--- src/rtl/rr_pkg.sv ---
// Shared constants and state encoding for the four-channel round-robin grant sequencer.
package rr_pkg;
    localparam int NUM_CH = 4;
    localparam int IDX_W  = 2;

    typedef enum logic {
        IDLE = 1'b0,
        BUSY = 1'b1
    } state_t;
endpackage

--- src/rtl/rr_pick4.sv ---
// Combinational rotate-priority picker: first requester after last_idx wins, last_idx itself ranks lowest.
module rr_pick4
    import rr_pkg::*;
(
    input  logic [NUM_CH-1:0] req,
    input  logic [IDX_W-1:0]  last_idx,
    output logic [IDX_W-1:0]  pick,
    output logic              any
);
    logic [IDX_W-1:0] cand;

    // Scan from lowest to highest priority so the highest-priority hit is written last.
    always_comb begin
        pick = '0;
        cand = '0;
        any  = |req;
        for (int i = NUM_CH - 1; i >= 0; i--) begin
            cand = last_idx + IDX_W'(i + 1);
            if (req[cand]) begin
                pick = cand;
            end
        end
    end
endmodule

--- src/rtl/rr_grant_sequencer.sv ---
// Four-channel round-robin grant sequencer: one grant at a time, released on done, withdrawal or hold timeout.
module rr_grant_sequencer
    import rr_pkg::*;
#(
    parameter  int MAX_HOLD = 16,
    localparam int CNT_W    = $clog2(MAX_HOLD)
) (
    input  logic              clk,
    input  logic              rst,
    input  logic              arb_en,
    input  logic [NUM_CH-1:0] req,
    input  logic              done,
    output logic [IDX_W-1:0]  grant_idx,
    output logic              grant_valid,
    output logic              timeout
);
    localparam logic [CNT_W-1:0] HOLD_LAST = CNT_W'(MAX_HOLD - 1);

    state_t           state_reg, state_next;
    logic [IDX_W-1:0] grant_idx_reg, grant_idx_next;
    logic             grant_valid_reg, grant_valid_next;
    logic             timeout_reg, timeout_next;
    logic [CNT_W-1:0] hold_cnt_reg, hold_cnt_next;
    logic [IDX_W-1:0] last_idx_reg, last_idx_next;

    logic [IDX_W-1:0] pick;
    logic             any;
    logic             at_limit;
    logic             still_req;

    rr_pick4 u_pick (
        .req      (req),
        .last_idx (last_idx_reg),
        .pick     (pick),
        .any      (any)
    );

    assign at_limit  = (hold_cnt_reg == HOLD_LAST);
    assign still_req = req[grant_idx_reg];

    always_comb begin
        state_next       = state_reg;
        grant_idx_next   = grant_idx_reg;
        grant_valid_next = grant_valid_reg;
        timeout_next     = 1'b0;
        hold_cnt_next    = hold_cnt_reg;
        last_idx_next    = last_idx_reg;
        case (state_reg)
            IDLE: begin
                grant_valid_next = 1'b0;
                if (arb_en && any) begin
                    grant_idx_next   = pick;
                    grant_valid_next = 1'b1;
                    hold_cnt_next    = '0;
                    state_next       = BUSY;
                end
            end
            BUSY: begin
                // done outranks withdrawal, which outranks the hold limit.
                if (done || !still_req || at_limit) begin
                    grant_valid_next = 1'b0;
                    last_idx_next    = grant_idx_reg;
                    timeout_next     = !done && still_req && at_limit;
                    state_next       = IDLE;
                end else begin
                    hold_cnt_next = hold_cnt_reg + CNT_W'(1);
                end
            end
            default: begin
                state_next       = IDLE;
                grant_valid_next = 1'b0;
            end
        endcase
    end

    always_ff @(posedge clk or posedge rst) begin
        if (rst) begin
            state_reg       <= IDLE;
            grant_idx_reg   <= '0;
            grant_valid_reg <= 1'b0;
            timeout_reg     <= 1'b0;
            hold_cnt_reg    <= '0;
            last_idx_reg    <= IDX_W'(NUM_CH - 1);
        end else begin
            state_reg       <= state_next;
            grant_idx_reg   <= grant_idx_next;
            grant_valid_reg <= grant_valid_next;
            timeout_reg     <= timeout_next;
            hold_cnt_reg    <= hold_cnt_next;
            last_idx_reg    <= last_idx_next;
        end
    end

    assign grant_idx   = grant_idx_reg;
    assign grant_valid = grant_valid_reg;
    assign timeout     = timeout_reg;
endmodule

--- config.mk ---
export PLATFORM = sky130hd
export DESIGN_NAME = rr_grant_sequencer
export DESIGN_NICKNAME = d
export VERILOG_FILES = /design/src/rtl/rr_pkg.sv /design/src/rtl/rr_pick4.sv /design/src/rtl/rr_grant_sequencer.sv
export SDC_FILE = /design/constraint.sdc
export NUM_CORES = 1
export LEC_CHECK = 0
export BUFFER_PORTS_ARGS = -buffer_cell sky130_fd_sc_hd__buf_2
export CORE_MARGIN = 3
export CORE_UTILIZATION = 30
export CTS_CLUSTER_DIAMETER = 30
export CTS_CLUSTER_SIZE = 10
export DETAILED_ROUTE_END_ITERATION = 8
export PLACE_DENSITY_LB_ADDON = 0.08
export SLEW_MARGIN = 30
export SYNTH_ARGS = -nofsm -noshare
export SYNTH_HDL_FRONTEND = slang
export SYNTH_SLANG_ARGS = --single-unit
--- constraint.sdc ---
create_clock -name clk -period 3.3 [get_ports clk]
set_clock_uncertainty 0.2 [all_clocks]
set_input_delay 0 -clock clk [delete_from_list [all_inputs] [get_ports clk]]
set_output_delay 0 -clock clk [all_outputs]
set_load 0.02 [all_outputs]
-- Yosys cells after proc, flatten, opt, wreduce, memory -nomap -nowiden
Index checks and enable logic that the tools add are counted.
- bits in registers: 11
- bits of input ports: 8
- word-level logic and storage cells: 55
- add/sub/neg operators: 4
- $lt $le $gt $ge: 5
- equality and inequality tests: 4
- mux-type cells: 24
- bitwise gates (word level): 1
- reduce and logical (&&, ||, !) cells: 11
- operators by type and width (cell ; count):
    $lt A2 B3 Y1 const B ; 5
    $bmux W1 S2 ; 5
    $mux W1 ; 10
    $mux W2 ; 4
    $mux W4 ; 2
    $pmux W4 S2 ; 1
    $reduce_and A2 Y1 ; 3
    $add A2 B2 Y2 const B ; 2
    $add A4 B1 Y4 const B ; 1
    $eq A4 B4 Y1 const B ; 1
    $ne A2 B2 Y1 const B ; 2
    $pmux W1 S2 ; 2
    $reduce_or A4 Y1 ; 1
    $logic_and A1 B1 Y1 ; 3
    $add A2 B1 Y2 const B ; 1
    $logic_not A1 Y1 ; 2
    $logic_or A1 B1 Y1 ; 2
    $ne A2 B1 Y1 const B ; 1
    $not A1 Y1 ; 1

-- Longest topological paths before layout
- word-level depth: 7
- depth in mapped cells: 5

-- Modules after synthesis
Synthesis repeated with hierarchy kept, for this count alone.
- cells, all modules: 64
- area, all modules: 650.6 um2
- by module, submodules not included (module ; times used ; cells an instance ; area each (um2) ; sequential area each (um2)):
    rr_grant_sequencer ; 1 ; 50 ; 559.3 ; 277.8
    rr_pick4 ; 1 ; 14 ; 91.3 ; 0.0

-- Worst setup path after synthesis
OpenSTA, ideal clock, no wires.
- path type: register to register
- start point: reg grant_idx_reg[1] (netlist: grant_idx[1])
- end point: reg last_idx_reg[1]
- library setup time: 0.085 ns
- arrival: 1.578 ns
- required time: 3.015 ns
- slack: 1.437 ns
- stages on the path, launching flop included: 4
- buffers on the path: 0
- path through: dfrtp_1 -> mux4_2 -> a31oi_4 -> mux2_1
- word-level cells in the longest chain between the ends: 6
- RTL lines (what ; line ; text):
    start, declared ; rr_grant_sequencer.sv:20 ; logic [IDX_W-1:0] grant_idx_reg, grant_idx_next;
    start signal, assigned ; rr_grant_sequencer.sv:86 ; grant_idx_reg <= grant_idx_next;
    $bmux W1 S2 ; rr_grant_sequencer.sv:39 ; assign still_req = req[grant_idx_reg];
    $mux W1 (not written as such) ; rr_grant_sequencer.sv:39 ;
    $logic_not A1 Y1 ; rr_grant_sequencer.sv:60 ; if (done || !still_req || at_limit) begin
    $logic_or A1 B1 Y1 (2 in series) ; rr_grant_sequencer.sv:60 ;
    $reduce_and A2 Y1 (no line) ; n/a ;
    end signal, assigned ; rr_grant_sequencer.sv:83 ; last_idx_reg <= IDX_W'(NUM_CH - 1);
    end signal, assigned ; rr_grant_sequencer.sv:90 ; last_idx_reg <= last_idx_next;
    end, declared ; rr_grant_sequencer.sv:24 ; logic [IDX_W-1:0] last_idx_reg, last_idx_next;
Parallel ways exist; a longest one is shown, timed or not. The select of a mux whose other input is x is not followed.
A chain may end at the register's enable or synchronous reset.

-- Worst setup path after layout
- start point: in req[0]
- end point: reg grant_idx_reg[1] (netlist: grant_idx[1])
- word-level cells in the longest chain between the ends: 6
- elaborated cells on any way between the ends: 15
- RTL lines (what ; line ; text):
    start, declared ; rr_grant_sequencer.sv:11 ; input logic [NUM_CH-1:0] req,
    $bmux W1 S2 ; rr_pick4.sv:19 ; if (req[cand]) begin
    $mux W1 (not written as such) ; rr_pick4.sv:19 ;
    $mux W2 (4 in series) ; rr_pick4.sv:19 ;
Parallel ways exist; a longest one is shown, timed or not. The select of a mux whose other input is x is not followed.

==> reports/qor.yml <==
run_status:
  run_status: "finished clean"
synthesis:
  synth_xor_area_share_pct: 0
  synth_area_per_cell_um2: 10.2
  synth-simple-area-share_pct: 18.6
  syn_area_um2: 593
  ys_ff_latch: 11
  netlist-cell-type-count: 27
  yosysSeqAreaShare_pct: 46.8
  yosysWarningCount: 0
  synthCells: 58
  synthesis.nets: 67
  synthAdderAreaFrac_pct: 2.11
  synth_top_family_by_area: "compound AO/OA/AOI/OAI gates"
  synth_mux_area_share_pct: 7.38
  synth-compound-area-share_pct: 20.7
die:
  core_um2: 1800
  io_pins: 12
  initial_core_util_pct: 32.9
  row_count: 15
  die_y_um: 50.5
  die_area_um2: 2550
  die_w_um: 50.5
sta:
  min_period_over_period_pct: 64.1
  fmax_mhz: 473
  fin_setup_tns_ns: 0
  rsz0062_at_grt: "false"
  worstMarginPinSlew_ns: 0.429
  min_period_ns: 2.12
  setup_violations: 0
  hold_slack_ns: 0.0167
  finalMaxSlewViolations: 0
  timing.slew.headroom_pct: 71.4
  hold_viol: 0
global_route:
  antenna_found_initial: 0
  grt_start_max_net_pins: 12
  globalRouteOverflowTotal: 0
  grt_pass1_vias: 457
  grt_first_pass_wirelength_um: 2040
  track_usage_pct: 11.0
critical_path:
  reg2reg_slack_ns: 1.43
  critical_path.endpoint_type: "flop"
  crit_path_cell_trace: "dlygate4sd3_1 > buf_2 > or4_1 > nand3_2 > nand2_1 > o31ai_1 > dlygate4sd3_1"
  slowest_delay_ns: 0.57
  crit_required_ns: 3.32
  r2r_cells: 5
  rr_startpoint: "last_idx_reg[1]"
  startpoint_type: "primary input"
  crit_top_cell: "dlygate4sd3_1"
  critPathMaxFanout: 9
  reg2reg_to: "grant_idx[1]"
  worstSetupPathType: "primary input to flop"
  slowest_stage: "dlygate4sd3_1"
  arrival_ns: 2.13
finish:
  final_cell_mix: "buf_2 (11), dfrtp_1 (9), dlygate4sd3_1 (7), inv_1 (6), nand3_1 (6)"
  final_layout_size_suffix_gt1_share_pct: 27.8
  layout_commonest_cell: "buf_2"
  diodes: 0
  areaGrowthSynthToFinish_pct: 30.4
  nNetsFinal: 89
  stdcell_area_um2: 773
  largest_register_ffs: 4
route:
  drc: 0
  drtAntennaViolNets: 0
  dr.pass1.iters: 2
  drt_wl_total_um: 1280
  wire_per_inst_um: 12.3
  drt_iter0_drc: 5
  vias: 504
  viasPerCell: 4.85
clock_tree:
  clkTransAtPathRegs_ns: 0.07
  ctsHtreeMaxLevel: 1
  clkSinkCount: 11
  postCtsSetupBuffers: 0
  cts_tree: "done"
  ctsRootBufferMaster: "clkbuf_4"
  insertion_delay_ns: 0.28
  cts_resized: 0
  cts.path.max_buffers: 2
  numCtsBuffers: 3
placement:
  io_buffers: 11
  placed_cell_area_um2: 676
  dp_hpwl_um: 916
  place_congestion: 0.720
min_path:
  min_delay_path_depth: 4
  hp-start: "req[1]"
  hp-class: "primary input to flop"
  min_to: "grant_idx[0]"
power_and_ir_drop:
  pwr_density_cell_nw_per_um2: 648
  ir_worst_vdd_uv: 360
  leakagePower_nw: 0.359
run:
  cap_violations: 0
## synth_stat cells
library cell	n	area, µm²
inv_1	6	22.5
buf_1	1	3.75
o21ai_0	4	20.0
nor2_1	1	3.75
nand2_1	5	18.8
and3_1	1	6.26
mux2i_1	1	10.0
dfstp_2	2	52.6
o31ai_1	2	15.0
nand3_2	1	10.0
or4_1	1	7.51
a311oi_2	1	15.0
a21oi_1	3	15.0
mux2_1	1	11.3
dfrtp_1	9	225
ha_1	1	12.5
nor2b_1	3	18.8
o31a_1	1	8.76
nand2b_1	1	6.26
a31oi_4	1	21.3
and2_4	1	8.76
a31oi_1	1	6.26
nand3_1	6	30.0
o22ai_1	1	6.26
mux4_2	1	22.5
o21a_1	1	7.51
o211ai_1	1	7.51
## layout make-up
class / instances / area, µm²
clock inverter: 1 / 5.00
fill: 191 / 1030
tap: 25 / 31.3
clock buffer: 3 / 22.5
sequential: 11 / 278
inverter: 6 / 22.5
timing repair buffer: 18 / 125
multi-input combinational: 40 / 289
## how the worst max path moves through the flow
stage	start	cells after the start	end
after detailed placement	grant_idx[1]	3	last_idx_reg[1]
after global placement	grant_idx[1]	3	last_idx_reg[1]
final	req[0]	7	grant_idx[1]
after global routing	req[0]	7	grant_idx[1]
after floorplan	grant_idx[1]	3	last_idx_reg[1]
after CTS	req[0]	7	grant_idx[1]
## where the power goes
part / internal [mW] / switching (mW) / leakage (nW) / total [mW]
registers: 0.184 / 0.0425 / 0.138 / 0.227
logic: 0.0870 / 0.0943 / 0.204 / 0.181
clock network: 0.0450 / 0.0481 / 0.0177 / 0.0931
total: 0.316 / 0.185 / 0.359 / 0.501
## worst max-delay path, delay by kind of cell
family / cells / cell delay [ns]
AOI/OAI and AO/OA: 1 / 0.06
buffers and inverters: 3 / 1.24
and+or+nand+nor: 3 / 0.83
## metal layers
layer / wire [µm] / up-vias / track usage, %
li1: - / 252 / -
met1: 605 / 239 / 13.9
met2: 604 / 10 / 16.3
met3: 66 / 3 / 6.23
met4: 8 / 0 / 2.69
met5: 0 / - / 0
## logic make-up after synthesis
family	count (synthesis)
buffers and inverters	7
adder cells (fa/ha/maj)	1
multiplexers	3
AND/OR/NAND/NOR	20
AO/OA/AOI/OAI	16
flip-flops	11
## through the flow
step / worst slack [ns] / total power, mW / util, % / cells
2_1_floorplan: 1.44 / 0.349 / - / 58
3_3_place_gp: 1.55 / 0.394 / 37.5 / 93
3_5_place_dp: 1.49 / 0.397 / 37.5 / 93
4_1_cts: 1.19 / 0.507 / 42.9 / 104
5_1_grt: 1.08 / 0.539 / 42.9 / 104
6_report: 1.18 / 0.501 / 42.9 / 104
## repair_timing
item	in CTS	in global routing
setup endpoints to repair	0	0
endpoints found under the hold margin	20	0
hold buffers	7	0
Note: power is estimated with default switching activity, not from simulation.
